File: src/rtl/r0_cond_pkg.sv
// Shared definitions for the R0 condition evaluator: op codes, R0 flag bit
// positions (R0 is numbered [0:15], bit 0 is the MSB) and the FSM state type.
package r0_pkg;

    localparam logic [3:0] OP_UJ  = 4'd0;
    localparam logic [3:0] OP_JZ  = 4'd1;
    localparam logic [3:0] OP_JM  = 4'd2;
    localparam logic [3:0] OP_JN  = 4'd3;
    localparam logic [3:0] OP_JL  = 4'd4;
    localparam logic [3:0] OP_JE  = 4'd5;
    localparam logic [3:0] OP_JG  = 4'd6;
    localparam logic [3:0] OP_JYS = 4'd7;
    localparam logic [3:0] OP_JXS = 4'd8;
    localparam logic [3:0] OP_JVS = 4'd9;
    localparam logic [3:0] OP_JCS = 4'd10;
    localparam logic [3:0] OP_BLC = 4'd11;
    localparam logic [3:0] OP_BRC = 4'd12;

    localparam int R0_Z = 0;
    localparam int R0_M = 1;
    localparam int R0_V = 2;
    localparam int R0_C = 3;
    localparam int R0_L = 4;
    localparam int R0_E = 5;
    localparam int R0_G = 6;
    localparam int R0_Y = 7;
    localparam int R0_X = 8;

    typedef enum logic [1:0] {
        ST_IDLE   = 2'd0,
        ST_SAMPLE = 2'd1,
        ST_EVAL   = 2'd2,
        ST_DONE   = 2'd3
    } state_e;

endpackage

File: src/rtl/r0_cond_if.sv
// Sequencer <-> condition evaluator bundle. The sequencer side (master)
// also forwards the live R0 contents.
interface r0_cond_if;
    logic [0:15] r0;
    logic        req;
    logic [3:0]  op;
    logic [0:7]  mask;
    logic        busy;
    logic        done;
    logic        take;
    logic        err;
    logic        clr_v;

    modport master (
        output r0, req, op, mask,
        input  busy, done, take, err, clr_v
    );

    modport slave (
        input  r0, req, op, mask,
        output busy, done, take, err, clr_v
    );
endinterface

File: src/rtl/r0_cond_eval.sv
// Combinational condition decoder working on the R0 snapshot.
// BLC/BRC mask tests exist only when R0_COND_MASKTEST_EN is defined;
// otherwise ops 11 and 12 decode as illegal.
module r0_cond_eval
    import r0_pkg::*;
(
    input  logic [0:15] snap,
    input  logic [3:0]  op,
    input  logic [0:7]  mask,
    output logic        take,
    output logic        err,
    output logic        vhit
);

`ifndef R0_COND_MASKTEST_EN
    logic unused_mask;
    assign unused_mask = ^mask;
`endif

    // Decode the op against the snapshot flags.
    // NOTE: every output gets a default before the case so no latch is inferred.
    always_comb begin
        take = 1'b0;
        err  = 1'b0;
        vhit = 1'b0;
        case (op)
            OP_UJ:  take = 1'b1;
            OP_JZ:  take = snap[R0_Z];
            OP_JM:  take = snap[R0_M];
            OP_JN:  take = ~snap[R0_Z];
            OP_JL:  take = snap[R0_L];
            OP_JE:  take = snap[R0_E];
            OP_JG:  take = snap[R0_G];
            OP_JYS: take = snap[R0_Y];
            OP_JXS: take = snap[R0_X];
            OP_JVS: begin
                take = snap[R0_V];
                vhit = snap[R0_V];
            end
            OP_JCS: take = snap[R0_C];
`ifdef R0_COND_MASKTEST_EN
            OP_BLC: take = ((snap[0:7] & mask) == mask);
            OP_BRC: take = ((snap[8:15] & mask) == mask);
`endif
            default: err = 1'b1;
        endcase
    end

endmodule

File: src/rtl/r0_cond.sv
// R0 condition evaluator: accepts a request, snapshots R0 one cycle later,
// registers the decision the cycle after that and strobes done (3-cycle
// latency). Optional BLC/BRC mask tests under R0_COND_MASKTEST_EN.
module r0_cond
    import r0_pkg::*;
(
    input  logic     clk_sys,
    input  logic     rst_,
    r0_cond_if.slave bus
);

    state_e      state_q, state_d;
    logic [3:0]  op_q, op_d;
    logic [0:15] snap_q, snap_d;
    logic        take_q, take_d;
    logic        err_q, err_d;
    logic        done_q, done_d;
    logic        busy_q, busy_d;
    logic        clr_v_q, clr_v_d;
    logic [0:7]  eval_mask;
    logic        eval_take, eval_err, eval_vhit;

`ifdef R0_COND_MASKTEST_EN
    logic [0:7]  mask_q, mask_d;
    assign eval_mask = mask_q;
`else
    logic unused_mask_in;
    assign unused_mask_in = ^bus.mask;
    assign eval_mask      = 8'h00;
`endif

    r0_cond_eval u_eval (
        .snap (snap_q),
        .op   (op_q),
        .mask (eval_mask),
        .take (eval_take),
        .err  (eval_err),
        .vhit (eval_vhit)
    );

    // Next-state and registered-output logic for IDLE/SAMPLE/EVAL/DONE.
    always_comb begin
        state_d = state_q;
        op_d    = op_q;
        snap_d  = snap_q;
        take_d  = take_q;
        err_d   = err_q;
        done_d  = 1'b0;
        clr_v_d = 1'b0;
`ifdef R0_COND_MASKTEST_EN
        mask_d  = mask_q;
`endif
        case (state_q)
            ST_IDLE, ST_DONE: begin
                if (bus.req) begin
                    op_d    = bus.op;
`ifdef R0_COND_MASKTEST_EN
                    mask_d  = bus.mask;
`endif
                    state_d = ST_SAMPLE;
                end else begin
                    state_d = ST_IDLE;
                end
            end
            ST_SAMPLE: begin
                snap_d  = bus.r0;
                state_d = ST_EVAL;
            end
            ST_EVAL: begin
                take_d  = eval_take;
                err_d   = eval_err;
                clr_v_d = eval_vhit;
                done_d  = 1'b1;
                state_d = ST_DONE;
            end
            default: state_d = ST_IDLE;
        endcase
        busy_d = (state_d == ST_SAMPLE) || (state_d == ST_EVAL);
    end

    // State and output registers with synchronous active-low reset.
    // NOTE: sequential state uses non-blocking assignments so all registers update together.
    always_ff @(posedge clk_sys) begin
        if (!rst_) begin
            state_q <= ST_IDLE;
            op_q    <= 4'd0;
            snap_q  <= 16'h0000;
            take_q  <= 1'b0;
            err_q   <= 1'b0;
            done_q  <= 1'b0;
            busy_q  <= 1'b0;
            clr_v_q <= 1'b0;
`ifdef R0_COND_MASKTEST_EN
            mask_q  <= 8'h00;
`endif
        end else begin
            state_q <= state_d;
            op_q    <= op_d;
            snap_q  <= snap_d;
            take_q  <= take_d;
            err_q   <= err_d;
            done_q  <= done_d;
            busy_q  <= busy_d;
            clr_v_q <= clr_v_d;
`ifdef R0_COND_MASKTEST_EN
            mask_q  <= mask_d;
`endif
        end
    end

    assign bus.busy  = busy_q;
    assign bus.done  = done_q;
    assign bus.take  = take_q;
    assign bus.err   = err_q;
    assign bus.clr_v = clr_v_q;

endmodule

File: src/flat_wrapper.sv
// flat-port wrapper written by rule: the top's interface ports become plain ports
module r0_cond_flat import r0_pkg::*;
  (clk_sys, rst_, bus_r0, bus_req, bus_op, bus_mask, bus_busy, bus_done, bus_take, bus_err, bus_clr_v);
  r0_cond_if bus_i ();
  input  logic clk_sys;
  input  logic rst_;
  input wire logic [$bits(bus_i.r0)-1:0] bus_r0;
  input wire logic [$bits(bus_i.req)-1:0] bus_req;
  input wire logic [$bits(bus_i.op)-1:0] bus_op;
  input wire logic [$bits(bus_i.mask)-1:0] bus_mask;
  output wire logic [$bits(bus_i.busy)-1:0] bus_busy;
  output wire logic [$bits(bus_i.done)-1:0] bus_done;
  output wire logic [$bits(bus_i.take)-1:0] bus_take;
  output wire logic [$bits(bus_i.err)-1:0] bus_err;
  output wire logic [$bits(bus_i.clr_v)-1:0] bus_clr_v;
  assign bus_i.r0 = bus_r0;
  assign bus_i.req = bus_req;
  assign bus_i.op = bus_op;
  assign bus_i.mask = bus_mask;
  assign bus_busy = bus_i.busy;
  assign bus_done = bus_i.done;
  assign bus_take = bus_i.take;
  assign bus_err = bus_i.err;
  assign bus_clr_v = bus_i.clr_v;
  r0_cond u_core (.clk_sys(clk_sys), .rst_(rst_), .bus(bus_i));
endmodule
File: config.mk
export PLATFORM = sky130hd
export DESIGN_NAME = r0_cond_flat
export DESIGN_NICKNAME = d
export VERILOG_FILES = /design/src/rtl/r0_cond_pkg.sv /design/src/rtl/r0_cond_if.sv /design/src/rtl/r0_cond_eval.sv /design/src/rtl/r0_cond.sv /design/src/flat_wrapper.sv
export SDC_FILE = /design/constraint.sdc
export NUM_CORES = 1
export LEC_CHECK = 0
export ABC_AREA = 1
export BUFFER_PORTS_ARGS = -buffer_cell sky130_fd_sc_hd__buf_2
export CAP_MARGIN = 30
export CORE_MARGIN = 10
export CORE_UTILIZATION = 53
export DETAILED_ROUTE_END_ITERATION = 6
export PLACE_DENSITY_LB_ADDON = 0.08
export SLEW_MARGIN = 20
export SYNTH_ARGS = -nofsm -noshare
export SYNTH_HDL_FRONTEND = slang
export SYNTH_HIERARCHICAL = 1
export SYNTH_SLANG_ARGS = --single-unit
File: constraint.sdc
create_clock -name clk_sys -period 2.5 [get_ports clk_sys]
set_clock_uncertainty 0.15 [all_clocks]
set_input_delay 0.5 -clock clk_sys [delete_from_list [all_inputs] [get_ports clk_sys]]
set_output_delay 0.5 -clock clk_sys [all_outputs]
set_load 0.02 [all_outputs]
Yosys cells after proc, flatten, opt, wreduce, memory -nomap -nowiden
Cells that the tools add are included.
- eq/ne operators: 15
- multiplexer cells: 5
- bitwise operators: 1
- reduce and logical (&&, ||, !) cells: 7
- operators by type and width (operator ; count):
    $eq A4 B3 Y1 const B ; 4
    $eq A4 B4 Y1 const B ; 3
    $pmux W1 S11 ; 1
    $reduce_or A11 Y1 ; 1
    $eq A4 B2 Y1 const B ; 2
    $eq A2 B2 Y1 const B ; 3
    $pmux W2 S3 ; 1
    $eq A2 B1 Y1 const B ; 2
    $eq A4 B1 Y1 const B ; 1
    $logic_not A4 Y1 ; 1
    $mux W1 ; 3
    $reduce_and A3 Y1 ; 1
    $logic_not A2 Y1 ; 1
    $reduce_and A2 Y1 ; 1
    $reduce_or A2 Y1 ; 1
    $logic_or A1 B1 Y1 ; 1
    $not A1 Y1 ; 1
- flip-flop bits (word level): 27
- bits of input ports: 31
- word-level logic and storage cells: 36

Depth between registers and ports, before layout
Gate-level depths: netlist of the first run.
- depth in word-level cells: 5
- mapped depth: 9
- gate-level depth less buffers: 9

Cells and area by module
Netlist of the first run, hierarchy kept.
- modules (own cells, without submodules) (module ; instances ; cells an instance ; area each (µm²) ; seq. area each (µm²)):
    r0_cond ; 1 ; 124 ; 974.7 ; 540.5
    r0_cond_eval ; 1 ; 37 ; 160.2 ; 0.0

Worst setup path before layout of the first run
OpenSTA, ideal clock, no wires.
- kind: register -> register
- from: reg u_core.state_q[0]
- to: reg u_core.op_q[0]
- setup time: 0.113 ns
- arrival time: 0.983 ns
- slack: 1.254 ns
- stages on the path, launching flop included: 7
- path buffers: 0
- path through: dfxtp_1 inv_1 ha_1 nand2_1 nand2_1 nand2_1 nor2_1
- cells in the longest elaborated chain, start to end: 3
- elaborated cells on any way between the ends: 4
- ends and longest elaborated chain (item ; line ; source):
    from (decl) ; r0_cond.sv:12 ; state_e state_q, state_d;
    from (signal assigned) ; r0_cond.sv:97 ; state_q <= state_d;
    $eq A2 B2 Y1 or $logic_not A2 Y1 (tied branches) ; r0_cond.sv:53 ; case (state_q)
    $reduce_or A2 Y1 * ; r0_cond.sv:53 ;
    $reduce_and A2 Y1 (no source line) * ; -- ;
    to (signal assigned) ; r0_cond.sv:98 ; op_q <= op_d;
    to (decl) ; r0_cond.sv:13 ; logic [3:0] op_q, op_d;
Mark *: on every way between the ends. The rest lies on a longest branch, timed or not.
A chain may end at the register's enable or synchronous reset.

Worst setup path after layout of the first run
- from: reg u_core.take_q (netlist: u_core/bus.take)
- to: out bus_take
- RTL lines (item ; line ; source):
    from (decl) ; r0_cond.sv:15 ; logic take_q, take_d;
    from (signal assigned) ; r0_cond.sv:100 ; take_q <= take_d;
    to (decl) ; flat_wrapper.sv:13 ; output wire logic [$bits(bus_i.take)-1:0] bus_take;
No word-level cell between the ends.

==> flow_summary.ini, run 1 <==
[worst_setup_path]
crit_path_start_kind = flop
crit_family = flip-flops
crit_chain = buf_2
worstSetupEndpointType = primary output
max_stage_delay_ns = 0.35
regToRegSetupSlack_ns = 1.11
crit_arrival_ns = 0.82
critPathMaxFanout = 2
path_buf_inv = 1
slowest_stage = dfxtp_1
critPathKind = reg2out
required_ns = 1.85

[run]
max_cap_violations = 0

[run_status]
status = finished, final reports clean

[sta]
drv_slew = 0
rsz0062_at_grt = false
max_slew_margin_pct = 78.92
hold_violations = 0
setup_violations = 0
max_freq_ghz = 0.6824
holdWs_ns = 0.2578
period_needed_ns = 1.465
finalCritPeriodShare_pct = 58.62
worst_pin_slew_ns = 0.3163
setup_tns_ns = 0

[power]
p_per_area_nw_per_um2 = 817.6
ir_drop_v = 0.0004406
p_leak_nw = 0.5837

[clock_network]
cts_resized = 0
cts_htree_levels = 1
cts_tree = yes
clk_pin_slew_ns = 0.12
clock_latency_ns = 0.30
clk_path_buf_depth = 2
cts_made_buffers = 3
post_cts_buffers = 0
cts_hold_buffers = 0
tritoncts_num_sinks = 20
root_buffer = clkbuf_4

[yosys]
synth.avg_cell_area_sq_um = 6.844
netlist_instances = 132
ys_warn_count = 6
netlist_area_sq_um = 903.4
syn_nets = 166

[place]
post_dp_cell_area_sq_um = 992.2
dp_hpwl_um = 1442
io_buffer_count = 20
placed_cells = 164
globalplace.congestion = 0.7985

[drt]
route.met2.wl_um = 889
wl_met1_um = 856
wl_per_cell_um = 11.01
drc = 0
viasPerCell = 4.786
wl_met3_um = 81
drtPass1Iterations = 4
drtAntennaViolNets = 0
vias = 804
drtIter0Drc = 14
wirelength_um = 1849
top_layer = met4

[global_routing]
grt_use_total_pct = 10.46
grt_max_degree = 20
antenna_found_initial = 0
grt_pass1_vias = 732
overflow = 0
grt_pass1_wl_um = 2939

[cells_and_area]
finish.utilization_pct = 67.01
postLayoutCellArea_sq_um = 1045
area_growth_pct = 15.65
final_cells = 168
layout-drive-gt1-share_pct = 19.08
multi_input_area_sq_um = 400.4
nFillCells = 144
seq_area_sq_um = 400.4
antenna_cells = 0
fin_nets = 187

[die]
die_area_sq_um = 3756
die_h_um = 61.29
ios = 36
initial_utilization_pct = 57.95
rows = 14
fp.dieW_um = 61.29
coreArea_sq_um = 1559

[worst_hold_path]
hold_class = in2reg
[routing by layer]
metal	GRT usage [%]	vias to the layer above
met5	0	-
met4	4.235	0
met3	4.733	2
met2	17.75	17
met1	11.05	345
li1	-	440
[where the power goes]
| part | internal, mW | total [mW] | switching (mW) |
|---|---|---|---|
| clock network | 0.162 | 0.261 | 0.0987 |
| registers | 0.367 | 0.400 | 0.0332 |
| logic | 0.0705 | 0.193 | 0.123 |
| total | 0.600 | 0.854 | 0.254 |
[placed cells by master, fill, tap and decap left out, types with 3 or more instances in the layout]
master,count
nor2_1,35
inv_1,17
buf_2,20
clkbuf_4,3
dfxtp_1,20
nand2_1,26
nand3_1,7
o21ai_1,3
ha_1,3
o21ai_0,10
[stage by stage]
stage | setup WS [ns] | power, mW
after CTS | 1.016 | 0.8625
after floorplan | 1.254 | 0.5522
final | 1.035 | 0.8542
after detailed placement | 1.127 | 0.5997
after global routing | 0.9877 | 0.9146
after global placement | 1.179 | 0.5902
[path summary, 6_finish.rpt]
check        cells past startpoint               end               from
min reg2reg                      2  u_core/snap_q[8]   u_core/snap_q[8]
min                              3  u_core/snap_q[2]         bus_r0[13]
max                              1          bus_take    u_core/bus.take
max reg2reg                      6    u_core/op_q[0]  u_core/state_q[0]
[cell type report]
cell class / count / share of cell area (%)
inverters: 19 / 6.826
well taps: 16 / 1.916
repair buffers: 20 / 9.581
multi-input cells: 89 / 38.32
clock inverters: 1 / 2.874
flip-flops and latches: 20 / 38.32
clock buffers: 3 / 2.156
[registers in the layout, summed over array words and instances, names as in the netlist]
name	cells
u_core/bus.take	1
u_core/bus.clr_v	1
u_core/snap_q	9
u_core/op_q	4
u_core/bus.err	1
u_core/bus.busy	1
u_core/state_q	2
u_core/bus.done	1
Power figures use the tool's default switching activity.
==> inputs of run 2 (changes only) <==
Settings changed: CORE_UTILIZATION 53 to 45.
Clock period 2.5 ns to 1.2 ns, I/O delays scaled along.
==> flow_summary.ini, run 2 (synthesis gave the netlist of run 1 again) <==
[global_routing]
grt_pass1_wl_um = 3243
antenna_found_initial = 0
use_met2_pct = 16.13
grt_use_total_pct = 9.406
grt_max_degree = 20
use_met1_pct = 10.57
grt_pass1_vias = 764
overflow = 0
top_usage_layer = met2
use_met3_pct = 3.780

[clock_network]
clk_path_buf_depth = 2
cts_tree = yes
post_cts_buffers = 0
cts_hold_buffers = 0
cts_htree_levels = 1
root_buffer = clkbuf_4
clk_pin_slew_ns = 0.11
clock_latency_ns = 0.29
tritoncts_num_sinks = 20
cts_made_buffers = 3

[place]
globalplace.congestion = 0.8574
dp_hpwl_um = 1392
io_buffer_count = 20
post_dp_cell_area_sq_um = 1033

[sta]
finalCritPeriodShare_pct = 100.3
period_needed_ns = 1.204
drv_slew = 0
max_slew_margin_pct = 80.13
setup_ws_ns = -0.004090
rsz0062_at_grt = true
worst_pin_slew_ns = 0.2980
setup_tns_ns = -0.004090
hold_violations = 0
setup_violations = 1
max_freq_ghz = 0.8305

[drt]
drtPass1Iterations = 4
drtIter0Drc = 31
drc = 0
wirelength_um = 1949
wl_per_cell_um = 10.77
drtAntennaViolNets = 0
vias = 840
viasPerCell = 4.641

[cells_and_area]
antenna_cells = 0
top_register = u_core/snap_q
nFillCells = 197
fin_nets = 190
final_cell_mix = 30 x nor2_1, 22 x nand2_1, 18 x buf_2, 13 x dfxtp_1, 11 x inv_1
layout_commonest_cell = nor2_1
largest_reg_flops = 9
top_regs = u_core/snap_q x9, u_core/op_q x4, u_core/state_q x2
layout-drive-gt1-share_pct = 37.01
postLayoutCellArea_sq_um = 1165
area_growth_pct = 28.95

[power]
ir_drop_v = 0.0007606
p_per_area_nw_per_um2 = 1469
p_leak_nw = 0.5905

[worst_setup_path]
crit_arrival_ns = 1.28
crit_family = flip-flops
max_stage_delay_ns = 0.35
regToRegSetupSlack_ns = -0.004
cp.depth = 6
critPathKind = reg2reg
slowest_stage = dfxtp_2
required_ns = 1.27
critPathMaxFanout = 8
crit_path_start_kind = flop
worstRegToRegCells = 6
worstSetupEndpointType = flop
crit_chain = inv_2 -> ha_4 -> nand2_8 -> nand2_2 -> nand2_1 -> nor2_1
path_buf_inv = 1

[die]
die_area_sq_um = 4200
die_h_um = 64.81
rows = 16
fp.dieW_um = 64.81
ios = 36
coreArea_sq_um = 1942
initial_utilization_pct = 46.52

[run_status]
violations = negative setup slack
status = finished with violations

[worst_hold_path]
holdPathStages = 3
hold_class = in2reg

[run]
max_cap_violations = 0
## run 2: cell count changes in the layout (fill, tap and decap cells not counted), moves of 4 or more
cell,change
dfxtp_4,+5
inv_1,-6
buf_4,+5
nand2_1,-4
dfxtp_1,-7
nor2_1,-5
## run 2: where the power goes
group	switching [mW]	leakage [nW]	internal [mW]
registers	0.0920	0.168	0.777
clock network	0.188	0.0138	0.116
logic	0.309	0.408	0.228
## run 2: stage by stage
step	instances	hold WS [ns]	utilization (%)	setup slack [ns]	power (mW)
2_1_floorplan	132	0.2187	-	-0.002405	1.156
3_3_place_gp	178	0.3118	53.22	-0.07082	1.256
3_5_place_dp	178	0.3179	53.22	-0.08740	1.269
4_1_cts	181	0.007285	55.93	-0.02075	1.617
5_1_grt	181	0.008649	59.99	-0.08855	1.838
6_report	181	0.01318	59.99	-0.004090	1.711
## run 2: layout make-up
cell class | count | area (sq um) | share of cell area, %
clock buffer | 3 | 22.52 | 1.933
inverter | 19 | 78.83 | 6.767
multi-input combinational | 89 | 480.5 | 41.25
sequential | 20 | 421.7 | 36.20
tap | 27 | 33.78 | 2.900
timing repair buffer | 23 | 127.6 | 10.96
## run 2: final timing paths
| check | start | to |
|---|---|---|
| worst max register to register | u_core/state_q[0] | u_core/op_q[2] |
| worst min register to register | u_core/snap_q[7] | u_core/snap_q[7] |
| worst min-delay path | bus_r0[12] | u_core/snap_q[3] |
| worst max-delay path | u_core/state_q[0] | u_core/op_q[2] |
## run 2: what timing repair did
| item | CTS | global route |
|---|---|---|
| pin swaps | 0 | 8 |
| setup endpoints to repair | 17 | 19 |
| gates resized for setup | 10 | 29 |
## run 2: routing by layer
layer  routed length, um  part of all wire, %
met1                 881                   45
met2                 918                   47
met3                 140                  7.2
met4                   9                 0.46
met5                   0                    0
## run 2: worst register-to-register path, cell delays in order, from the launching register on
cell     delay, ns
dfxtp_2       0.35
inv_2         0.05
ha_4          0.31
nand2_8       0.08
nand2_2       0.06
nand2_1       0.05
nor2_1        0.11
